--- config.mk ---
export PLATFORM = sky130hd
export DESIGN_NAME = mem_responder
export DESIGN_NICKNAME = d
export VERILOG_FILES = /design/src/rtl/mem_responder.sv
export SDC_FILE = /design/constraint.sdc
export NUM_CORES = 2
export LEC_CHECK = 0
export BUFFER_PORTS_ARGS = -buffer_cell sky130_fd_sc_hd__buf_2
export CAP_MARGIN = 5
export CORE_MARGIN = 4
export CORE_UTILIZATION = 45
export DETAILED_ROUTE_END_ITERATION = 12
export PLACE_DENSITY_LB_ADDON = 0.3
export RECOVER_POWER = 25
export REMOVE_ABC_BUFFERS = 1
export SLEW_MARGIN = 25
export SYNTH_ARGS = -nofsm -noshare
export SYNTH_HDL_FRONTEND = slang
export SYNTH_SLANG_ARGS = --single-unit
--- constraint.sdc ---
create_clock -name clk -period 5.6 [get_ports clk]
set_clock_uncertainty 0.15 [all_clocks]
set_input_delay 1.12 -clock clk [delete_from_list [all_inputs] [get_ports clk]]
set_output_delay 1.12 -clock clk [all_outputs]
set_load 0.05 [all_outputs]
--- src/rtl/mem_responder.sv ---
// Memory target for the memEn/R_W/MFC handshake with WAIT_STATES programmable wait states.
// One word access per request. MFC stays high until memEn drops. Reset aborts an access that has not yet completed.
module mem_responder #(
  parameter int ADDR_WIDTH  = 8,
  parameter int DATA_WIDTH  = 16,
  parameter int WAIT_STATES = 2
) (
  input  logic                  clk,
  input  logic                  reset,
  input  logic                  memEn,
  input  logic                  R_W,
  input  logic [ADDR_WIDTH-1:0] address,
  input  logic [DATA_WIDTH-1:0] dataIn,
  output logic [DATA_WIDTH-1:0] dataOut,
  output logic                  MFC,
  output logic                  busy
);

  localparam logic [1:0] IDLE = 2'd0;
  localparam logic [1:0] WAIT = 2'd1;
  localparam logic [1:0] DONE = 2'd2;
  localparam logic [3:0] WAIT_INIT = 4'(WAIT_STATES);

  logic [1:0]            state;
  logic [3:0]            cnt;
  logic [ADDR_WIDTH-1:0] addr_q;
  logic [DATA_WIDTH-1:0] data_q;
  logic                  rw_q;

  logic [DATA_WIDTH-1:0] mem [2**ADDR_WIDTH];

  logic                  access;
  logic                  acc_rw;
  logic [ADDR_WIDTH-1:0] acc_addr;
  logic [DATA_WIDTH-1:0] acc_data;

  // With zero wait states the access happens on the acceptance edge itself,
  // so the live inputs are used before they have been latched.
  always_comb begin
    access   = 1'b0;
    acc_rw   = rw_q;
    acc_addr = addr_q;
    acc_data = data_q;
    if (state == IDLE) begin
      access   = memEn && (WAIT_INIT == 4'd0);
      acc_rw   = R_W;
      acc_addr = address;
      acc_data = dataIn;
    end else if (state == WAIT) begin
      access = (cnt <= 4'd1);
    end
  end

  assign busy = (state != IDLE);

  // The array has no reset. A write is blocked while reset is high.
  always_ff @(posedge clk) begin
    if (access && !acc_rw && !reset)
      mem[acc_addr] <= acc_data;
  end

  always_ff @(posedge clk or posedge reset) begin
    if (reset) begin
      state   <= IDLE;
      cnt     <= 4'd0;
      addr_q  <= '0;
      data_q  <= '0;
      rw_q    <= 1'b0;
      dataOut <= '0;
      MFC     <= 1'b0;
    end else begin
      if (access && acc_rw)
        dataOut <= mem[acc_addr];
      case (state)
        IDLE: begin
          if (memEn) begin
            addr_q <= address;
            data_q <= dataIn;
            rw_q   <= R_W;
            if (access) begin
              MFC   <= 1'b1;
              state <= DONE;
            end else begin
              cnt   <= WAIT_INIT;
              state <= WAIT;
            end
          end
        end
        WAIT: begin
          cnt <= cnt - 4'd1;
          if (access) begin
            MFC   <= 1'b1;
            state <= DONE;
          end
        end
        DONE: begin
          if (!memEn) begin
            MFC   <= 1'b0;
            state <= IDLE;
          end
        end
        default: state <= IDLE;
      endcase
    end
  end

endmodule

==> impl_results.md <==
- Outcome: finished with violations
- Failing checks: max-capacitance violations, max-slew violations
- Number of setup buffers added after CTS: 0
- Int Power: 62900 uW
- Worst Path Max Fanout: 29
- Seq pwr share: 0.417
- Slew @ Worst Pin: 3.47 ns
- Port Buf Inserts: 45
- Root Driver: clkbuf_16
- Clk sink count: 4144
- Congestion Overflow GR: 0
- Unrepaired setup endpoints after global routing: no
- Tot Pwr: 97200 uW
- Worst Path Required: 6.28 ns
- RePlAce Congestion: 0.883
- Mapped Area: 153000 sq um
- Peak supply drop: 501 uV
- Final core utilization: 0.520
- Clock-pin slew on the worst setup and hold paths: 0.06 ns
- Slew headroom: -1.32
- Crit path kind: reg -> reg
- Number of core rows: 213
- Pwr Density: 553 nW/um^2
- Core footprint: 338000 sq um
- Largest net degree at the start of global routing: 174
- Syn avg cell area: 17.6 sq um
- Area grow syn2layout: 14.7%
- Arr. time, crit path: 5.90 ns
- Seq/Total Area, Yosys: 0.811
- CP most frequent cell: buf_12
- Detailed-route via count: 89700
- Effective utilization at floorplan: 0.453
- Hold Crit Start: dataIn[9]
- Top cells by area, synth: edfxtp_1, a22oi_1, a21oi_1
- Die area: 350000 sq um
- CTS tree: yes
- IO Pins: 46
- Final setup fails: 0
- Critical R2R Launch: state[1]$_DFFE_PP0P_
- CTS max path bufs: 4
- # H-tree levels: 5
- Worst min path class: in -> reg
- Initial detailed-routing violation count: 13300
- Final Max Slew Viols: 1352
- Critical Path, Cell by Cell: nor2_8, o21ai_4, buf_12, buf_12, buf_4, a22oi_1, a21oi_1, o41ai_1, a41oi_1, or4_1, o32a_1
- Initial antenna violation count: 11
- Sw Share: 0.352
- Crit. End Element: flip-flop
- First-pass GRT wire length: 634000 um
- Final antenna-violating net count: 0
- F_max: 0.191 GHz
- Tmin final: 5.22 ns
- Worst skew pair latency: 0.95 ns
- Yosys cell types: 54
- Switching Power: 34200 uW
- Slowest CP cell: o41ai_1
- Crit path largest cell delay: 0.81 ns
- Final period util: 0.933
- Post-CTS Resized: 0
- DR WL/cell: 31.8 um
- Comb pwr share: 0.306
- Num CTS Buffers: 408
- Syn. warnings: 0
- Final #Nets: 9209
- Register bit total from synthesis: 4144
- Die X: 591 um
- Detailed Route WL: 446000 um
- Pre-antenna DRT Iters: 6
- Vias per cell: 6.39
- Share of layout cells above drive strength 1: 0.142
- Synth top area share: 0.803
- Drt drc: 0
- Clock Power Share: 0.277
- Number of global-route vias before repair: 86300
- Startpoint types: flip-flop
- Area leader, netlist: edfxtp_1
- # Max-Cap Violations: 22
- DP Wirelength: 259000 um
- Static leakage: 0.0540 uW
- Hold Buf Count CTS: 0
- GRT Overall Usage: 0.247
- Die Y: 591 um
- CP startpoint: state[1]$_DFFE_PP0P_
- Final Hold Fails: 0
- Post-synthesis instance total: 8700
==> worst max-delay path, delay by kind of cell (launching register included) <==
kind	cells	cell delay, ns
flip-flops	1	0.53
AO/OA/AOI/OAI	6	2.39
buffers and inverters	3	0.73
AND/OR/NAND/NOR	2	1.23
==> cell usage in the layout, fill, tap and decap left out, types with 80 or more instances in the layout <==
cell	netlist	final
clkinv_1	0	80
a21oi_1	937	937
buf_4	47	571
a22oi_1	1856	1856
edfxtp_1	4096	4096
buf_12	0	83
o41ai_1	221	188
a22o_1	96	96
clkbuf_1	177	124
clkbuf_16	0	414
a221oi_1	96	96
nand2_1	162	148
nor2_1	266	266
==> kinds of logic after synthesis <==
family                   synth area share
flip-flops                          0.811
adder cells (fa/ha/maj)          0.000163
XOR/XNOR                         0.000114
buffers and inverters              0.0210
AO/OA/AOI/OAI                       0.154
AND/OR/NAND/NOR                    0.0136
==> synth_stat cells, drive strengths merged <==
cell type,instances
nor2,267
o21a,7
nand2,162
a221oi,96
xor2,1
clkbuf,177
or3,10
o22ai,53
a41oi,51
inv,8
nor2b,1
o41ai,222
edfxtp,4096
ha,2
or4,2
or4b,2
nand4,4
xnor2,1
nor3b,2
a21oi,938
a41o,4
o21ai,51
nor4,22
nand2b,4
o32a,1
o31ai,4
a31oi,6
and2,2
or2b,1
a22oi,1856
o31a,3
nand3b,5
a22o,96
nor3,6
buf,477
nand3,10
o211ai,2
dfrtp,48
==> path summary, 6_finish.rpt <==
kind                                           end  slack [ns]  depth (start not counted)
max                        dataOut[12]$_DFFE_PP0P_        0.38                         11
min                          data_q[9]$_DFFE_PP0P_        0.23                          3
max reg2reg                dataOut[12]$_DFFE_PP0P_        0.38                         11
min reg2reg                  data_q[2]$_DFFE_PP0P_        0.33                          2
max in group asynchronous   dataOut[8]$_DFFE_PP0P_        1.09                          3
min in group asynchronous   dataOut[0]$_DFFE_PP0P_        0.36                          2
==> per-layer routing <==
layer  global-route usage  share of wire  vias up
met4               0.0950          0.044        2
met2                0.385           0.47     5362
li1                     -              -    37300
met5                    0       0.000029        -
met3               0.0448           0.10      764
met1                0.349           0.39    46200
==> flip-flops by register name (all words and copies together), names as in the netlist <==
signal,flops
addr_q,8
mem,4096
state,2
cnt,4
data_q,16
MFC,1
dataOut,16
rw_q,1
==> through the flow <==
stage,hold WS [ns],area (sq um),setup slack (ns),cells,TNS (ns)
final,0.230,176000,0.376,14000,0
after global routing,0.216,176000,0.235,14000,0
after floorplan,0.296,150000,-17.34,8046,-1882.91
after CTS,0.0672,176000,0.489,14000,0
after global placement,0.309,162000,-0.316,13300,-0.316
after detailed placement,0.318,163000,0.0159,13300,0
==> power by group through the flow <==
stage | Combinational, uW | Sequential, uW | Clock (uW)
finish | 29700 | 40500 | 26900
global route | 31100 | 40500 | 28600
CTS | 29600 | 40200 | 27200
detailed placement | 29500 | 40900 | 0
global placement | 28700 | 40900 | 0
floorplan | 17400 | 42600 | 0
==> layout make-up <==
class | instances | area (sq um)
timing repair buffer | 723 | 6370
clock buffer | 523 | 10900
antenna | 14 | 35.0
inverter | 8 | 30.0
sequential | 4144 | 124000
clock inverter | 225 | 2300
fill | 26600 | 162000
tap | 4515 | 5650
multi-input combinational | 3894 | 26100
Note: power is estimated with default switching activity, not from simulation.
